--- config.mk ---
export PLATFORM = sky130hd
export DESIGN_NAME = rbm_visible_layer
export DESIGN_NICKNAME = d
export VERILOG_FILES = /design/src/rtl/rbm_pkg.sv /design/src/rtl/rbm_lfsr.sv /design/src/rtl/rbm_sigmoid.sv /design/src/rtl/rbm_visible_layer.sv
export SDC_FILE = /design/constraint.sdc
export NUM_CORES = 1
export LEC_CHECK = 0
export CORE_UTILIZATION = 35
export CTS_CLUSTER_SIZE = 16
export DETAILED_ROUTE_END_ITERATION = 12
export PLACE_DENSITY_LB_ADDON = 0.05
export SLEW_MARGIN = 20
export SYNTH_ARGS = -nofsm -noshare
export SYNTH_HDL_FRONTEND = slang
export SYNTH_SLANG_ARGS = --single-unit
--- constraint.sdc ---
create_clock -name clock -period 2.6 [get_ports clock]
set_clock_uncertainty 0.1 [all_clocks]
set_input_delay 0.52 -clock clock [delete_from_list [all_inputs] [get_ports clock]]
set_output_delay 0.52 -clock clock [all_outputs]
set_load 0.05 [all_outputs]
--- src/rtl/rbm_pkg.sv ---
// Shared definitions for the RBM layers: FSM encoding and saturating arithmetic.
package rbm_pkg;

    // Accumulator width used throughout the RBM datapath.
    localparam int RBM_BITLENGTH = 12;

    // Largest magnitude an accumulator of the given width may hold. The most
    // negative two's-complement code is deliberately excluded so the range
    // is symmetric.
    function automatic int sat_limit(input int bitlength);
        return (1 << (bitlength - 1)) - 1;
    endfunction

    // Saturation bound for the default accumulator width.
    localparam int INF = sat_limit(RBM_BITLENGTH);

    // Exact sum of two accumulator-range values, clamped to [-limit, +limit].
    function automatic int sat_add(input int a, input int b, input int limit);
        int sum;
        sum = a + b;
        if (sum > limit) begin
            return limit;
        end else if (sum < -limit) begin
            return -limit;
        end
        return sum;
    endfunction

    // Layer controller states.
    typedef enum logic [1:0] {
        IDLE   = 2'd0,
        ACCUM  = 2'd1,
        SAMPLE = 2'd2,
        DONE   = 2'd3
    } rbm_state_t;

endpackage

--- src/rtl/rbm_lfsr.sv ---
// 8-bit Fibonacci LFSR (x^8+x^6+x^5+x^4+1) supplying the Bernoulli draws.
module rbm_lfsr #(
    parameter logic [7:0] SEED = 8'hA5
) (
    input  logic       clock,
    input  logic       reset,
    input  logic       rand_reset,
    input  logic       advance,
    output logic [7:0] value
);

    // An all-zero seed would lock the register, so it is replaced by 1.
    localparam logic [7:0] START = (SEED == 8'h00) ? 8'h01 : SEED;

    logic [7:0] lfsr_reg;
    logic       feedback;

    assign feedback = lfsr_reg[7] ^ lfsr_reg[5] ^ lfsr_reg[4] ^ lfsr_reg[3];
    assign value    = lfsr_reg;

    // Reload beats advance, so a reload coinciding with a draw still lets the
    // consumer see the old value on that edge.
    always_ff @(posedge clock or posedge reset) begin
        if (reset) begin
            lfsr_reg <= START;
        end else if (rand_reset) begin
            lfsr_reg <= START;
        end else if (advance) begin
            lfsr_reg <= {lfsr_reg[6:0], feedback};
        end
    end

endmodule

--- src/rtl/rbm_sigmoid.sv ---
// Combinational hard sigmoid: the accumulator carries 8 fractional bits, and the
// output is 0.5 + x/4 in 1/2^OUT_W steps, clamped to the output range.
module rbm_sigmoid #(
    parameter int IN_W  = 12,
    parameter int OUT_W = 8
) (
    input  logic signed [IN_W-1:0]  acc,
    output logic        [OUT_W-1:0] prob
);

    localparam int HALF = 1 << (OUT_W - 1);
    localparam int TOP  = (1 << OUT_W) - 1;

    logic signed [IN_W-1:0] quarter;
    int                     scaled;

    // Arithmetic shift floors x/4, which keeps the curve monotonic.
    assign quarter = acc >>> 2;

    // Offset to the midpoint and clamp into the unsigned output range.
    always_comb begin
        scaled = int'(quarter) + HALF;
        if (scaled < 0) begin
            prob = '0;
        end else if (scaled > TOP) begin
            prob = OUT_W'(TOP);
        end else begin
            prob = OUT_W'(scaled);
        end
    end

endmodule

--- src/rtl/rbm_visible_layer.sv ---
// RBM reconstruction layer: v'_i = bernoulli(sigmoid(bv_i + sum_j h_j*W[i][j])),
// computed with a serial MAC, one hidden term per clock.
module rbm_visible_layer
    import rbm_pkg::*;
#(
    parameter int         BITLENGTH         = RBM_BITLENGTH,
    parameter int         SIGMOID_BITLENGTH = 8,
    parameter int         HIDDEN_DIM        = 5,
    parameter int         VISIBLE_DIM       = 15,
    parameter logic [7:0] SEED              = 8'hA5,
    // Constant ROM images: element (i,j) of W sits at bit (i*HIDDEN_DIM+j)*BITLENGTH,
    // row i = visible unit, column j = hidden unit; bias i at bit i*BITLENGTH.
    parameter logic [VISIBLE_DIM*HIDDEN_DIM*BITLENGTH-1:0] WEIGHT_INIT = '0,
    parameter logic [VISIBLE_DIM*BITLENGTH-1:0]            VBIAS_INIT  = '0
) (
    input  logic                   clock,
    input  logic                   reset,
    input  logic                   rand_reset,
    input  logic                   in_valid,
    output logic                   in_ready,
    input  logic [HIDDEN_DIM-1:0]  in_data,
    output logic                   out_valid,
    input  logic                   out_ready,
    output logic [VISIBLE_DIM-1:0] out_data
);

    localparam int VIS_W   = $clog2(VISIBLE_DIM);
    localparam int HID_W   = $clog2(HIDDEN_DIM);
    localparam int ACC_INF = sat_limit(BITLENGTH);

    localparam logic [VIS_W-1:0] VIS_LAST = VIS_W'(VISIBLE_DIM - 1);
    localparam logic [HID_W-1:0] HID_LAST = HID_W'(HIDDEN_DIM - 1);

    logic signed [BITLENGTH-1:0] weight_rom [VISIBLE_DIM][HIDDEN_DIM];
    logic signed [BITLENGTH-1:0] vbias_rom  [VISIBLE_DIM];

    rbm_state_t                  state_reg, state_next;
    logic [VIS_W-1:0]            vis_idx_reg, vis_idx_next;
    logic [HID_W-1:0]            hid_idx_reg, hid_idx_next;
    logic signed [BITLENGTH-1:0] acc_reg, acc_next;
    logic [HIDDEN_DIM-1:0]       h_reg, h_next;
    logic [VISIBLE_DIM-1:0]      out_data_reg, out_data_next;

    logic signed [BITLENGTH-1:0] acc_base;
    logic signed [BITLENGTH-1:0] acc_term;
    logic signed [BITLENGTH-1:0] acc_sum;
    logic [SIGMOID_BITLENGTH-1:0] sig_value;
    logic [7:0]                  lfsr_value;
    logic                        lfsr_advance;
    logic                        sample_bit;

    // Unpack the constant ROM images into addressable arrays.
    genvar gi, gj;
    generate
        for (gi = 0; gi < VISIBLE_DIM; gi++) begin : g_rom_row
            assign vbias_rom[gi] = VBIAS_INIT[gi*BITLENGTH +: BITLENGTH];
            for (gj = 0; gj < HIDDEN_DIM; gj++) begin : g_rom_col
                assign weight_rom[gi][gj] =
                    WEIGHT_INIT[(gi*HIDDEN_DIM + gj)*BITLENGTH +: BITLENGTH];
            end
        end
    endgenerate

    // The first term of each row starts from the bias instead of the running sum.
    assign acc_base = (hid_idx_reg == '0) ? vbias_rom[vis_idx_reg] : acc_reg;
    assign acc_term = h_reg[hid_idx_reg] ? weight_rom[vis_idx_reg][hid_idx_reg] : '0;
    assign acc_sum  = BITLENGTH'(sat_add(int'(acc_base), int'(acc_term), ACC_INF));

    rbm_sigmoid #(
        .IN_W  (BITLENGTH),
        .OUT_W (SIGMOID_BITLENGTH)
    ) u_sigmoid (
        .acc  (acc_reg),
        .prob (sig_value)
    );

    rbm_lfsr #(
        .SEED (SEED)
    ) u_lfsr (
        .clock      (clock),
        .reset      (reset),
        .rand_reset (rand_reset),
        .advance    (lfsr_advance),
        .value      (lfsr_value)
    );

    // Strict unsigned compare: a probability of 0 can never fire.
    assign sample_bit = int'(sig_value) > int'(lfsr_value);

    assign in_ready  = (state_reg == IDLE);
    assign out_valid = (state_reg == DONE);
    assign out_data  = out_data_reg;

    // Next-state and datapath control for the accumulate/sample sweep.
    always_comb begin
        state_next    = state_reg;
        vis_idx_next  = vis_idx_reg;
        hid_idx_next  = hid_idx_reg;
        acc_next      = acc_reg;
        h_next        = h_reg;
        out_data_next = out_data_reg;
        lfsr_advance  = 1'b0;
        case (state_reg)
            IDLE: begin
                if (in_valid) begin
                    h_next       = in_data;
                    vis_idx_next = '0;
                    hid_idx_next = '0;
                    state_next   = ACCUM;
                end
            end
            ACCUM: begin
                acc_next = acc_sum;
                if (hid_idx_reg == HID_LAST) begin
                    state_next = SAMPLE;
                end else begin
                    hid_idx_next = hid_idx_reg + HID_W'(1);
                end
            end
            SAMPLE: begin
                out_data_next[vis_idx_reg] = sample_bit;
                lfsr_advance               = 1'b1;
                if (vis_idx_reg == VIS_LAST) begin
                    state_next = DONE;
                end else begin
                    vis_idx_next = vis_idx_reg + VIS_W'(1);
                    hid_idx_next = '0;
                    state_next   = ACCUM;
                end
            end
            DONE: begin
                if (out_ready) begin
                    state_next = IDLE;
                end
            end
            default: begin
                state_next = IDLE;
            end
        endcase
    end

    // State registers; reset aborts any sweep and discards partial results.
    always_ff @(posedge clock or posedge reset) begin
        if (reset) begin
            state_reg    <= IDLE;
            vis_idx_reg  <= '0;
            hid_idx_reg  <= '0;
            acc_reg      <= '0;
            h_reg        <= '0;
            out_data_reg <= '0;
        end else begin
            state_reg    <= state_next;
            vis_idx_reg  <= vis_idx_next;
            hid_idx_reg  <= hid_idx_next;
            acc_reg      <= acc_next;
            h_reg        <= h_next;
            out_data_reg <= out_data_next;
        end
    end

endmodule

==> metrics.log <==
INFO  metric ys.flop_type = sky130_fd_sc_hd__dfrtp_1
INFO  metric cts_hold_repair.buffers = 0
INFO  metric worst_slew_margin_rel = 0.499
INFO  metric power.static_leakage = 1.28 nW
INFO  metric detailed_placement_wirelength_estimate = 3.72 mm
INFO  metric final_hold_viol_count = 0
INFO  metric numClockSinks = 44
INFO  metric hold_start = u_lfsr.value[2]$_DFFE_PP1P_
INFO  metric hold-worst-slack = 0.406 ns
INFO  metric post_synth_inst_count = 248
INFO  metric setup_violating_endpoint_count_in_the_final_report = 0
INFO  metric rows = 29
INFO  metric setup.worst_path.end_class = flip-flop
INFO  metric rsz0062_at_grt = true
INFO  metric floorplan.initialDensity = 0.369
INFO  metric timing_worst_slew_pin_value = 0.750 ns
INFO  metric r2r-start = acc_reg[9]$_DFFE_PP0P_
INFO  metric crit_path_start_kind = flip-flop
INFO  metric first_global_vias = 1,778
INFO  metric syn_avg_cell_area = 9.68 sq um
INFO  metric syn_area = 0.00240 sq mm
INFO  metric via_total_after_detailed_routing = 1,821
INFO  metric arrival = 2.62 ns
INFO  metric violated_checks = design-rule violations
INFO  metric cts_tree = yes
INFO  metric largest_register_ff_count = 15
INFO  metric cpLargestDelayFamily = compound AO/OA/AOI/OAI gates
INFO  metric coreArea = 0.00649 sq mm
INFO  metric routed_wire_per_std_cell = 15.2 um
INFO  metric postSynth.asyncResetShare = 1.00
INFO  metric drt_first_iter_violations = 60
INFO  metric achievable-frequency = 395 MHz
INFO  metric post_route_wl = 5.40 mm
INFO  metric timing.reg2reg.worst_path_depth = 12
INFO  metric yosys_register_bits = 44
INFO  metric finish.instance_area = 0.00296 sq mm
INFO  metric cp.buffers_inverters = 3
INFO  metric min_path_type = flip-flop to flip-flop
INFO  metric synthesis.nets = 273
INFO  metric crit_cells = 12
INFO  metric grt-ovfl-total = 0
INFO  metric cts.reportedPaths.clkPinSlew = 0.09 ns
INFO  metric worstSetupStartpoint = acc_reg[9]$_DFFE_PP0P_
INFO  metric numCtsBuffers = 5
INFO  metric peak_ir_drop_on_the_vdd_network = 263 uV
INFO  metric grt_start_max_net_pins = 21
INFO  metric maxCapViolCount = 0
INFO  metric path_class = flip-flop to flip-flop
INFO  metric floorplan.die.height = 84.8 um
INFO  metric diodes = 0
INFO  metric yosysUniqueCellTypes = 40
INFO  metric avgViaCountPerCell = 5.12
INFO  metric grt_util_all_layers = 0.166
INFO  metric holdPathStages = 2
INFO  metric cts-root-to-sink-buffers = 2
INFO  metric cts-htree-levels = 2
INFO  metric cpMaxStageDelayCell = sky130_fd_sc_hd__dfrtp_1
INFO  metric grt_pass1_wl = 9.25 mm
INFO  metric result_of_the_run = finished with violations
INFO  metric port_buffers = 21
INFO  metric initial_antenna_violation_count = 0
INFO  metric crit_path_max_fanout = 8
INFO  metric dpl_cell_area = 0.00275 sq mm
INFO  metric n_fill_cell = 616
INFO  metric detailedRoute.firstPassIterationCount = 8
INFO  metric critical_path_required = 2.68 ns
INFO  metric final_nets = 303
INFO  metric power.density_cell_area = 625 mW/mm^2
INFO  metric areaGrowthSynthToFinish = 23.5%
INFO  metric rd_place_congestion = 0.818
INFO  metric clock-root-buffer = sky130_fd_sc_hd__clkbuf_8
INFO  metric finalCritPeriodShare = 0.974
INFO  metric yosysSeqAreaShare = 0.461
INFO  metric synth-edff-count = 0
INFO  metric fin_tns_setup = 0 ns
INFO  metric ioPinCount = 27
INFO  metric die-width = 84.8 um
INFO  metric die_area = 0.00719 sq mm
INFO  metric layout-drive-gt1-share = 0.190
INFO  metric ant_nets = 0
INFO  metric drc_errors = 1
INFO  metric crit_chain = ha_2 -> xnor2_2 -> nand2b_4 -> buf_6 -> o21a_1 -> ha_4 -> nor2b_4 -> o211a_1 -> a2111oi_4 -> buf_4 -> buf_12 -> o21ai_0
INFO  metric final.min_clock_period = 2.53 ns
INFO  metric clk-insertion-delay-late = 0.30 ns
INFO  metric drv_slew = 0
INFO  metric synth.yosys.warnings = 0
INFO  metric critPathMaxStageDelay = 0.39 ns
## timing repair
| item | CTS | global route |
|---|---|---|
| gates resized for setup | 0 | 20 |
| setup endpoints to repair | 15 | 15 |
| cloned | 0 | 1 |
| buffers inserted | 0 | 1 |
| hold endpoints to repair | 0 | 0 |
| pin swaps | 0 | 3 |
## cell usage in the layout, fill, tap and decap left out, types with 2 or more instances in the layout
master                            count
sky130_fd_sc_hd__buf_4               11
sky130_fd_sc_hd__o31ai_1              4
sky130_fd_sc_hd__xnor2_1              4
sky130_fd_sc_hd__o21a_1               7
sky130_fd_sc_hd__a21oi_2              2
sky130_fd_sc_hd__nand4b_1             4
sky130_fd_sc_hd__nand4_1              2
sky130_fd_sc_hd__dfstp_2              4
sky130_fd_sc_hd__o211ai_1             6
sky130_fd_sc_hd__nor4_1               2
sky130_fd_sc_hd__nand3b_1             4
sky130_fd_sc_hd__a21oi_1              5
sky130_fd_sc_hd__nor2_1              14
sky130_fd_sc_hd__nand2b_1             3
sky130_fd_sc_hd__nand2_1             22
sky130_fd_sc_hd__o21ai_0             17
sky130_fd_sc_hd__ha_2                 2
sky130_fd_sc_hd__inv_1               13
sky130_fd_sc_hd__o21ai_2             13
sky130_fd_sc_hd__nor2b_1             14
sky130_fd_sc_hd__clkdlybuf4s50_1     21
sky130_fd_sc_hd__dfrtp_1             40
sky130_fd_sc_hd__clkbuf_8             6
sky130_fd_sc_hd__and2_1               2
sky130_fd_sc_hd__ha_4                 3
sky130_fd_sc_hd__a21o_1               2
sky130_fd_sc_hd__ha_1                10
sky130_fd_sc_hd__clkinv_2             2
sky130_fd_sc_hd__nand3_1             18
## cell type report
cell class	count	area, sq um	share of cell area
Clock buffer	6	82.6	0.0279
Clock inverter	2	10.0	0.00338
Inverter	14	52.6	0.0177
Multi-Input combinational cell	178	1270	0.428
Sequential cell	44	1110	0.373
Tap cell	77	96.3	0.0325
Timing Repair Buffer	35	349	0.118
## synth_stat cells (6+ instances only)
master | count | area share
sky130_fd_sc_hd__nor2_1 | 14 | 0.022
sky130_fd_sc_hd__nor2b_1 | 15 | 0.039
sky130_fd_sc_hd__o21a_1 | 7 | 0.022
sky130_fd_sc_hd__inv_1 | 14 | 0.022
sky130_fd_sc_hd__nand2_1 | 23 | 0.036
sky130_fd_sc_hd__a21oi_1 | 7 | 0.015
sky130_fd_sc_hd__o21ai_0 | 20 | 0.042
sky130_fd_sc_hd__o211ai_1 | 6 | 0.019
sky130_fd_sc_hd__nand3_1 | 18 | 0.038
sky130_fd_sc_hd__dfrtp_1 | 40 | 0.42
sky130_fd_sc_hd__o21ai_2 | 10 | 0.036
sky130_fd_sc_hd__ha_1 | 15 | 0.078
## where the power goes
group / switching [mW] / internal [mW]
logic: 0.336 / 0.233
clock network: 0.247 / 0.213
registers: 0.0734 / 0.750
## metrics by stage
| step | setup WS (ns) | power [mW] | util | cells |
|---|---|---|---|---|
| 2_1_floorplan | 0.0160 | 1.22 | - | 248 |
| 3_3_place_gp | -0.0259 | 1.37 | 0.423 | 346 |
| 3_5_place_dp | -0.0441 | 1.38 | 0.423 | 346 |
| 4_1_cts | -0.0641 | 1.84 | 0.437 | 354 |
| 5_1_grt | -0.0438 | 1.98 | 0.456 | 356 |
| 6_report | 0.0676 | 1.85 | 0.456 | 356 |
## layer usage
| layer | global-route usage | wire length [um] | share of wire | vias up |
|---|---|---|---|---|
| li1 | - | - | - | 923 |
| met1 | 0.243 | 2940 | 0.54 | 871 |
| met2 | 0.242 | 2240 | 0.41 | 22 |
| met3 | 0.0374 | 158 | 0.029 | 5 |
| met4 | 0.0508 | 68 | 0.013 | 0 |
| met5 | 0 | 0 | 0 | - |
## logic make-up after synthesis
group	after synthesis	share of synthesized area
DFF	44	0.461
AOI/OAI and AO/OA	66	0.194
adders and majority gates	15	0.0782
xor gates and xnor gates	5	0.0182
and+or+nand+nor	91	0.196
muxes	1	0.00417
buffers and inverters	26	0.0480
## final timing paths
kind	to	slack, ns
min reg2reg	u_lfsr.value[3]$_DFFE_PP0P_	0.41
max reg2reg	out_data[12]$_DFFE_PP0P_	0.07
min	u_lfsr.value[3]$_DFFE_PP0P_	0.41
max in group asynchronous	u_lfsr.value[0]$_DFFE_PP1P_	1.34
min in group asynchronous	acc_reg[11]$_DFFE_PP0P_	0.43
max	out_data[12]$_DFFE_PP0P_	0.07
## tightest hold or removal path: stages, from the launching register on
cell and delay [ns]:
sky130_fd_sc_hd__dfstp_2 0.37, sky130_fd_sc_hd__nand2_1 0.05, sky130_fd_sc_hd__a21oi_1 0.05
Power figures use the tool's default switching activity.
